===== config.mk =====
export PLATFORM = sky130hd
export DESIGN_NAME = byte_striping_tx_n
export DESIGN_NICKNAME = d
export VERILOG_FILES = /design/src/rtl/byte_striping_tx_n.sv
export SDC_FILE = /design/constraint.sdc
export NUM_CORES = 1
export LEC_CHECK = 0
export BUFFER_PORTS_ARGS = -buffer_cell sky130_fd_sc_hd__buf_2
export CAP_MARGIN = 25
export CORE_ASPECT_RATIO = 1.75
export CORE_MARGIN = 2
export CORE_UTILIZATION = 61
export DETAILED_ROUTE_END_ITERATION = 6
export GPL_ROUTABILITY_DRIVEN = 0
export PLACE_DENSITY = 0.87
export SETUP_SLACK_MARGIN = 0.5
export SLEW_MARGIN = 5
export SYNTH_ARGS = -nofsm -noshare
export SYNTH_HDL_FRONTEND = slang
export SYNTH_SLANG_ARGS = --single-unit

===== constraint.sdc =====
create_clock -name clk -period 5.5 [get_ports clk]
set_clock_uncertainty 0.2 [all_clocks]
set_input_delay 0.825 -clock clk [delete_from_list [all_inputs] [get_ports clk]]
set_output_delay 0.825 -clock clk [all_outputs]
set_load 0.01 [all_outputs]

===== src/rtl/byte_striping_tx_n.sv =====
// byte_striping_tx_n -- transmit-side byte striper.
// Takes a serial stream of DATA_W-bit words and spreads them round-robin over
// LANES lanes. A stripe is presented on all lanes at once with ready/valid
// backpressure and a per-lane valid mask. A flush emits the current partial
// stripe, and any lanes that were not filled carry PAD.
//
// Ports:
//   clk, reset          clock; synchronous active-high reset
//   in_valid/in_ready   word handshake, in_data carries the word
//   flush               emit the current partial stripe
//   out_valid/out_ready stripe handshake
//   lane_data           lane i at [i*DATA_W +: DATA_W]
//   lane_valid          per-lane valid mask of the presented stripe
//   busy                staging or output register holds data
//   lane_par            (LANE_PARITY_EN only) even parity per lane
//
// Optional feature macro: LANE_PARITY_EN
module byte_striping_tx_n #(
    parameter int                LANES  = 4,
    parameter int                DATA_W = 8,
    parameter logic [DATA_W-1:0] PAD    = 8'hBC
) (
    input  logic                    clk,
    input  logic                    reset,
    input  logic                    in_valid,
    output logic                    in_ready,
    input  logic [DATA_W-1:0]       in_data,
    input  logic                    flush,
    output logic                    out_valid,
    input  logic                    out_ready,
    output logic [LANES*DATA_W-1:0] lane_data,
    output logic [LANES-1:0]        lane_valid,
    output logic                    busy
`ifdef LANE_PARITY_EN
    ,
    output logic [LANES-1:0]        lane_par
`endif
);

    localparam int PTR_W = $clog2(LANES);
    localparam int CNT_W = $clog2(LANES + 1);
    localparam logic [PTR_W-1:0] LAST = PTR_W'(LANES - 1);

    typedef enum logic [1:0] {IDLE, FILL, HOLD} state_t;

    state_t                         state;
    logic [PTR_W-1:0]               ptr;
    logic [LANES-1:0][DATA_W-1:0]   stage;
    logic [LANES-1:0]               hold_mask;
    logic                           flush_pend;

    logic                           acc;
    logic                           out_free;
    logic                           complete;
    logic                           do_flush;
    logic [CNT_W-1:0]               fill_cnt;
    logic [LANES-1:0][DATA_W-1:0]   cand_data;
    logic [LANES-1:0]               cand_mask;
    logic [LANES-1:0][DATA_W-1:0]   ld_data;
    logic [LANES-1:0]               ld_mask;
    logic [LANES-1:0]               ld_par;

    assign in_ready = !reset && (state != HOLD);
    assign acc      = in_valid && in_ready;
    assign out_free = !out_valid || out_ready;
    assign complete = acc && (ptr == LAST);
    // Number of filled lanes once this edge's word (if any) is included.
    assign fill_cnt = CNT_W'(ptr) + CNT_W'(acc);
    // A flush on the completing edge is absorbed by the full stripe.
    assign do_flush = flush && !complete && (fill_cnt != '0);
    assign busy     = (state != IDLE) || out_valid || flush_pend;

    // Candidate stripe: staged words plus the word arriving this edge,
    // unfilled lanes padded. For a completing word every lane is filled.
    always_comb begin
        cand_data = '0;
        cand_mask = '0;
        for (int i = 0; i < LANES; i++) begin
            cand_mask[i] = (CNT_W'(i) < fill_cnt);
            if (acc && (PTR_W'(i) == ptr))
                cand_data[i] = in_data;
            else if (CNT_W'(i) < fill_cnt)
                cand_data[i] = stage[i];
            else
                cand_data[i] = PAD;
        end
    end

    // In HOLD the pending stripe (already padded) sits in stage/hold_mask.
    always_comb begin
        ld_data = (state == HOLD) ? stage : cand_data;
        ld_mask = (state == HOLD) ? hold_mask : cand_mask;
        ld_par  = '0;
        for (int i = 0; i < LANES; i++)
            ld_par[i] = ^ld_data[i];
    end

    always_ff @(posedge clk) begin
        if (reset) begin
            state      <= IDLE;
            ptr        <= '0;
            stage      <= '0;
            hold_mask  <= '0;
            flush_pend <= 1'b0;
            out_valid  <= 1'b0;
            lane_data  <= '0;
            lane_valid <= '0;
`ifdef LANE_PARITY_EN
            lane_par   <= '0;
`endif
        end else begin
            // Consumption; overridden below if a new stripe loads this edge.
            if (out_valid && out_ready)
                out_valid <= 1'b0;

            if (state == HOLD) begin
                if (out_free) begin
                    out_valid  <= 1'b1;
                    lane_data  <= ld_data;
                    lane_valid <= ld_mask;
`ifdef LANE_PARITY_EN
                    lane_par   <= ld_par;
`endif
                    flush_pend <= 1'b0;
                    state      <= IDLE;
                end
            end else if (complete || do_flush) begin
                ptr <= '0;
                if (out_free) begin
                    out_valid  <= 1'b1;
                    lane_data  <= ld_data;
                    lane_valid <= ld_mask;
`ifdef LANE_PARITY_EN
                    lane_par   <= ld_par;
`endif
                    state      <= IDLE;
                end else begin
                    stage      <= cand_data;
                    hold_mask  <= cand_mask;
                    flush_pend <= do_flush;
                    state      <= HOLD;
                end
            end else if (acc) begin
                stage[ptr] <= in_data;
                ptr        <= ptr + 1'b1;
                state      <= FILL;
            end
        end
    end

`ifndef LANE_PARITY_EN
    logic unused_par;
    assign unused_par = ^ld_par;
`endif

endmodule

==> flow_metrics.py, run 1 <==
metrics = {
    "run_status": {
        "status": "finished clean",
    },
    "min_path": {
        "hold_end": "lane_data[10]$_SDFFE_PP0P_",
        "hold_start": "lane_data[10]$_SDFFE_PP0P_",
        "hold_path_class": "reg2reg",
        "hold_depth": 2,
    },
    "sta": {
        "slew-limit-headroom_pct": 37.7,
        "tns_ps": 0,
        "hold_ws_ps": 254,
        "period_share_pct": 61.5,
        "worst_pin_slew_ps": 935,
        "hold_violations": 0,
        "setup_slack_ps": 2120,
        "fmax_ghz": 0.296,
        "slew_viol_final": 0,
        "rsz0062_at_grt": "false",
        "setup_viol": 0,
        "finalCriticalPeriod_ps": 3380,
    },
    "global_routing": {
        "grt_pass1_vias": 3254,
        "grt_pass1_wl_um": 15400,
        "grt_max_degree": 66,
        "grt_use_total_pct": 29.3,
        "grt_overflow": 0,
        "antenna_found_initial": 0,
    },
    "yosys": {
        "async_flop_share_pct": 0,
        "synthFlopType": "dfxtp_1",
        "avgSynthCellArea_um2": 9.07,
        "synth_edf_count": 0,
        "synth.distinct_cells": 56,
        "synth_seq_area_share_pct": 42.8,
        "syn_area_um2": 3650,
        "yosysWarnings": 0,
        "syn_nets": 424,
        "syn_inst": 402,
        "synth-seq-cells": 78,
    },
    "pwr": {
        "p_leak_nw": 1.60,
        "pwr-share-comb_pct": 19.1,
        "ir_drop_mv": 0.209,
        "power_frac_seq_pct": 50.5,
        "p_sw_share_pct": 29.6,
        "clkPwrFrac_pct": 30.4,
        "p_total_mw": 1.26,
        "p_int_mw": 0.888,
        "powerDensity_nw_per_um2": 314,
        "p_switching_mw": 0.374,
    },
    "final_layout": {
        "n_antenna_cell": 0,
        "drive_gt1_share_pct": 19.7,
        "area_growth_pct": 10.3,
        "fillers": 478,
        "final_common_cell": "dfxtp_1",
        "final_cell_mix": "dfxtp_1 (78), buf_2 (51), nand2_1 (41)",
        "layout.cells.non_filler": 520,
        "ff_latch_area_um2": 1560,
        "finalNetCount": 460,
        "fin_area_um2": 4020,
        "multi_input_area_um2": 1840,
        "post-route-util_pct": 69.0,
    },
    "clocking": {
        "ctsHoldBuffers": 0,
        "cts.sinks": 78,
        "cts_tree": "yes",
        "cts_made_buffers": 9,
        "root_buffer": "clkbuf_8",
        "htreeDepth": 3,
        "clkTransAtPathRegs_ps": 80,
        "clockBufferDepth": 2,
        "worstSkewPairLatency_ps": 360,
        "ctsResizeCount": 0,
        "cts_setup_buffers": 0,
    },
    "routing": {
        "wl_um": 9280,
        "met3_wirelength_um": 552,
        "wl_met1_um": 3510,
        "postRouteAntennaNets": 0,
        "avgRoutedWirePerCell_um": 17.8,
        "dr.pass1.iters": 5,
        "vias": 3377,
        "vias_per_cell": 6.49,
        "wl_met2_um": 4810,
        "first_iter_violations": 272,
        "topRoutingLayerUsed": "met4",
        "drcViolationCount": 0,
    },
    "die": {
        "die_w_um": 62.4,
        "core_um2": 5830,
        "floorplan.rows": 37,
        "io_pins": 52,
        "start_util_pct": 62.5,
        "die_h_um": 106,
        "die_area_um2": 6640,
    },
    "setup_path": {
        "crit_type": "reg2reg",
        "arrival_ps": 3430,
        "end_kind": "flop",
        "reg2reg_depth": 9,
        "reg2reg_to": "lane_data[23]$_SDFFE_PP0P_",
        "cp_max_fo": 37,
        "timing.rr.start": "state[0]$_SDFFE_PP0P_",
        "required_ps": 5550,
        "rrSetupSlack_ps": 2120,
        "startpoint_type": "flop",
    },
    "place": {
        "place_hpwl_um": 6440,
        "dp_cells": 505,
        "pre_cts_ws_ps": 1790,
        "place_area_um2": 3850,
        "io_buffers": 51,
    },
    "flow_run": {
        "drv_cap": 0,
    },
}
## routing by layer
layer	up-vias	track usage [%]
met2	136	49.2
met5	-	0
li1	1581	-
met1	1624	33.8
met3	36	5.40
met4	0	18.9
## flip-flops by register name, indices dropped and copies added (netlist names)
| register | flops |
|---|---|
| stage | 32 |
| lane_data | 32 |
| out_valid | 1 |
| ptr | 2 |
| hold_mask | 4 |
| flush_pend | 1 |
| lane_valid | 4 |
| state | 2 |
## cell usage after synthesis, drive strengths merged, types with 3 or more instances
library cell / instances / area share [%]
and3b: 3 / 0.76
nor2: 30 / 3.2
a32o: 8 / 2.2
a22o: 6 / 1.4
a31o: 3 / 0.72
a221oi: 24 / 5.8
buf: 16 / 3.2
nand3: 9 / 1.5
nand3b: 8 / 1.8
o21ai: 15 / 2.3
nand2: 42 / 4.4
nor3: 6 / 0.82
ha: 9 / 3.1
clkbuf: 13 / 1.3
dfxtp: 78 / 43
a22oi: 3 / 0.62
a31oi: 5 / 1.4
nor2b: 11 / 1.9
inv: 21 / 2.2
o221ai: 20 / 4.8
a311oi: 5 / 1.2
a21oi: 37 / 5.1
## critical path, cell delays in order (launching register included)
cell and delay, ps:
dfxtp_1 370, nand2b_1 120, buf_4 330, and2_1 210
ha_1 170, ha_1 370, o31ai_4 180, a31oi_4 800
nor2_1 230, a32o_1 270
## worst max-delay path by stage
stage                               start                         end  slack (ps)  cells after the start
finish              state[0]$_SDFFE_PP0P_  lane_data[23]$_SDFFE_PP0P_        2120                      9
global route        state[0]$_SDFFE_PP0P_  lane_data[23]$_SDFFE_PP0P_        1850                      9
CTS                 state[0]$_SDFFE_PP0P_  lane_data[23]$_SDFFE_PP0P_        2110                      9
detailed placement               in_valid  lane_data[23]$_SDFFE_PP0P_        1790                      9
global placement                 in_valid  lane_data[23]$_SDFFE_PP0P_        1880                      9
floorplan                        in_valid  lane_data[21]$_SDFFE_PP0P_        2290                     10
## power groups by stage
| stage | registers [mW] | logic, mW | clock network (mW) |
|---|---|---|---|
| 2_1_floorplan | 0.660 | 0.153 | 0 |
| 6_report | 0.637 | 0.241 | 0.384 |
| 3_5_place_dp | 0.649 | 0.239 | 0 |
| 3_3_place_gp | 0.647 | 0.233 | 0 |
| 5_1_grt | 0.642 | 0.267 | 0.414 |
| 4_1_cts | 0.636 | 0.240 | 0.387 |
## layout make-up
class	instances	share of cell area [%]
clock inverter	1	0.124
clock buffer	14	4.04
sequential	78	38.8
tap	78	2.43
inverter	21	1.96
timing repair buffer	54	6.91
multi-input combinational	274	45.7
## kinds of logic (layout without fill, tap and decap cells)
kind of cell | after synthesis | count (layout) | synth area share [%]
compound gates | 144 | 144 | 30.6
fa+ha+maj | 9 | 9 | 3.09
buf+inv | 50 | 90 | 6.73
flops | 78 | 78 | 42.8
simple gates | 121 | 121 | 16.7
Power figures use the tool's default switching activity.
==> inputs of run 2 (changes only) <==
--- a/config.mk
+++ b/config.mk
@@ -5,14 +5,15 @@
 export SDC_FILE = /design/constraint.sdc
 export NUM_CORES = 1
 export LEC_CHECK = 0
+export ABC_AREA = 1
 export BUFFER_PORTS_ARGS = -buffer_cell sky130_fd_sc_hd__buf_2
 export CAP_MARGIN = 25
 export CORE_ASPECT_RATIO = 1.75
 export CORE_MARGIN = 2
-export CORE_UTILIZATION = 61
+export CORE_UTILIZATION = 59
 export DETAILED_ROUTE_END_ITERATION = 6
 export GPL_ROUTABILITY_DRIVEN = 0
-export PLACE_DENSITY = 0.87
+export PLACE_DENSITY = 0.83
 export SETUP_SLACK_MARGIN = 0.5
 export SLEW_MARGIN = 5
 export SYNTH_ARGS = -nofsm -noshare
==> constraint.sdc (replaced) <==
create_clock -name clk -period 3.3 [get_ports clk]
set_clock_uncertainty 0.2 [all_clocks]
set_input_delay 0.495 -clock clk [delete_from_list [all_inputs] [get_ports clk]]
set_output_delay 0.495 -clock clk [all_outputs]
set_load 0.01 [all_outputs]
==> flow_metrics.py, run 2 <==
metrics = {
    "die": {
        "floorplan.rows": 43,
        "die_h_um": 124,
        "start_util_pct": 61.0,
        "die_area_um2": 8940,
        "core_um2": 7910,
        "io_pins": 52,
        "die_w_um": 72.4,
    },
    "final_layout": {
        "ff_latch_area_um2": 1560,
        "n_antenna_cell": 0,
        "final_cell_mix": "nand2_1 (279), nor2_1 (176), inv_1 (92)",
        "drive_gt1_share_pct": 13.2,
        "top_regs": "lane_data: 32 flops, stage: 32 flops",
        "area_growth_pct": 17.4,
        "finalNetCount": 904,
        "multi_input_area_um2": 2810,
        "fillers": 665,
        "final_common_cell": "nand2_1",
    },
    "yosys": {
        "synth_commonest_cells": "nand2_1 (282), nor2_1 (179), inv_1 (94)",
        "yosys.area.top_type": "dfxtp_1",
        "syn_area_um2": 4820,
        "avgSynthCellArea_um2": 5.76,
        "synth_seq_area_share_pct": 32.4,
        "synth_edf_count": 0,
        "synth-seq-cells": 78,
        "synth.top_cell.area_share_pct": 32.4,
        "synthFlopType": "dfxtp_1",
        "async_flop_share_pct": 0,
        "syn_nets": 860,
        "synth.distinct_cells": 24,
        "synth.area.top_cells": "dfxtp_1 (32%), nand2_1 (22%), nor2_1 (14%)",
        "yosysWarnings": 0,
        "syn_inst": 838,
        "synth_most_common_cell": "nand2_1",
    },
    "sta": {
        "worst_pin_slew_ps": 834,
        "hold_violations": 0,
        "rsz0062_at_grt": "false",
        "setup_viol": 0,
        "hold_ws_ps": 209,
        "fmax_ghz": 0.376,
        "slew-limit-headroom_pct": 44.4,
        "tns_ps": 0,
        "slew_viol_final": 0,
        "finalCriticalPeriod_ps": 2660,
        "period_share_pct": 80.7,
    },
    "routing": {
        "first_iter_violations": 579,
        "met3_wirelength_um": 1110,
        "wl_um": 13900,
        "avgRoutedWirePerCell_um": 14.3,
        "dr.pass1.iters": 6,
        "vias": 5369,
        "drcViolationCount": 0,
        "wl_met1_um": 5080,
        "topRoutingLayerUsed": "met4",
        "postRouteAntennaNets": 0,
        "vias_per_cell": 5.50,
        "wl_met2_um": 7020,
    },
    "pwr": {
        "ir_drop_mv": 0.562,
        "p_switching_mw": 2.56,
        "p_sw_share_pct": 45.1,
        "power_frac_seq_pct": 26.4,
        "powerDensity_nw_per_um2": 1000,
        "clkPwrFrac_pct": 19.5,
        "p_int_mw": 3.12,
        "pwr-share-comb_pct": 54.1,
        "p_total_mw": 5.69,
        "p_leak_nw": 3.04,
    },
    "run_status": {
        "status": "finished clean",
    },
    "min_path": {
        "hold_path_class": "in2reg",
    },
    "setup_path": {
        "startpoint_type": "flop",
        "cp_max_fo": 9,
        "required_ps": 3380,
        "crit_type": "reg2reg",
        "arrival_ps": 2750,
        "end_kind": "flop",
    },
    "global_routing": {
        "grt_use_total_pct": 30.7,
        "grt_pass1_wl_um": 21500,
        "antenna_found_initial": 0,
        "grt_max_degree": 78,
        "grt_overflow": 0,
        "grt_pass1_vias": 4870,
    },
    "clocking": {
        "cts_tree": "yes",
        "ctsHoldBuffers": 0,
        "root_buffer": "clkbuf_16",
        "clockBufferDepth": 2,
        "clkTransAtPathRegs_ps": 60,
        "cts_made_buffers": 9,
        "cts.sinks": 78,
        "worstSkewPairLatency_ps": 350,
        "htreeDepth": 3,
    },
    "place": {
        "place_hpwl_um": 8810,
        "io_buffers": 51,
    },
    "flow_run": {
        "drv_cap": 0,
    },
}
run 2: power by group through the flow:
stage,sequential [mW],clock [mW],combinational [mW]
after floorplan,1.60,0,1.95
after global placement,1.49,0,2.65
after detailed placement,1.51,0,2.73
after CTS,1.50,1.12,2.77
after global routing,1.54,1.15,3.46
final,1.50,1.11,3.08
run 2: metal layers:
| layer | vias to the layer above | track usage (%) |
|---|---|---|
| met2 | 262 | 52.8 |
| met3 | 58 | 6.63 |
| li1 | 2658 | - |
| met1 | 2391 | 32.8 |
| met4 | 0 | 21.6 |
| met5 | - | 0 |
run 2: what timing repair did:
action / CTS / global route
endpoints found under the setup margin: 26 / 70
pin swaps: 0 / 3
setup buffers: 0 / 4
gates resized for setup: 3 / 26
gates cloned: 0 / 5
run 2: area by class of cell:
type | instances | share of cell area [%]
Inverter | 97 | 6.63
Timing Repair Buffer | 71 | 8.11
Timing Repair inverter | 1 | 0.133
Clock buffer | 13 | 4.77
Clock inverter | 3 | 1.15
Sequential cell | 78 | 27.6
Tap cell | 90 | 1.99
Multi-Input combinational cell | 624 | 49.6
run 2: path summary, 6_finish.rpt:
path | startpoint | endpoint | slack, ps | cells past startpoint
hold / removal | reset | state[0]$_SDFFE_PP0P_ | 210 | 2
hold reg to reg | hold_mask[0]$_SDFFE_PP0P_ | hold_mask[0]$_SDFFE_PP0P_ | 260 | 2
setup reg to reg | state[0]$_SDFFE_PP0P_ | stage[10]$_SDFFE_PP0P_ | 640 | 16
setup / recovery | state[0]$_SDFFE_PP0P_ | stage[10]$_SDFFE_PP0P_ | 640 | 16
run 2: critical path, stage by stage (launching register included):
cell and delay [ps]:
dfxtp_2 360, inv_2 60, nand2_2 90, nand3_4 90, inv_2 70, ha_2 170, inv_1 40, ha_1 290
inv_1 70, nand2_1 50, nand2_1 120, nand2_4 130, nand2_2 290, nand3_2 280, nand2_1 120, nand2_1 50
nor2_1 120
run 2: stage by stage:
stage / instance area (um2) / utilization [%] / setup slack [ps] / instances
3_3_place_gp: 5110 / 64.6 / 303 / 952
4_1_cts: 5450 / 68.9 / 484 / 968
5_1_grt: 5660 / 71.6 / 500 / 977
3_5_place_dp: 5110 / 64.6 / 157 / 952
6_report: 5660 / 71.6 / 638 / 977
2_1_floorplan: 4820 / - / 548 / 838
run 2: kinds of logic (layout without fill, tap and decap cells):
family                   count (synthesis)  after routing  synth area share, %
AO/OA/AOI/OAI                           49             49                 5.29
AND/OR/NAND/NOR                        563            566                 48.0
flip-flops                              78             78                 32.4
buffers and inverters                  139            185                 12.0
adder cells (fa/ha/maj)                  9              9                 2.33
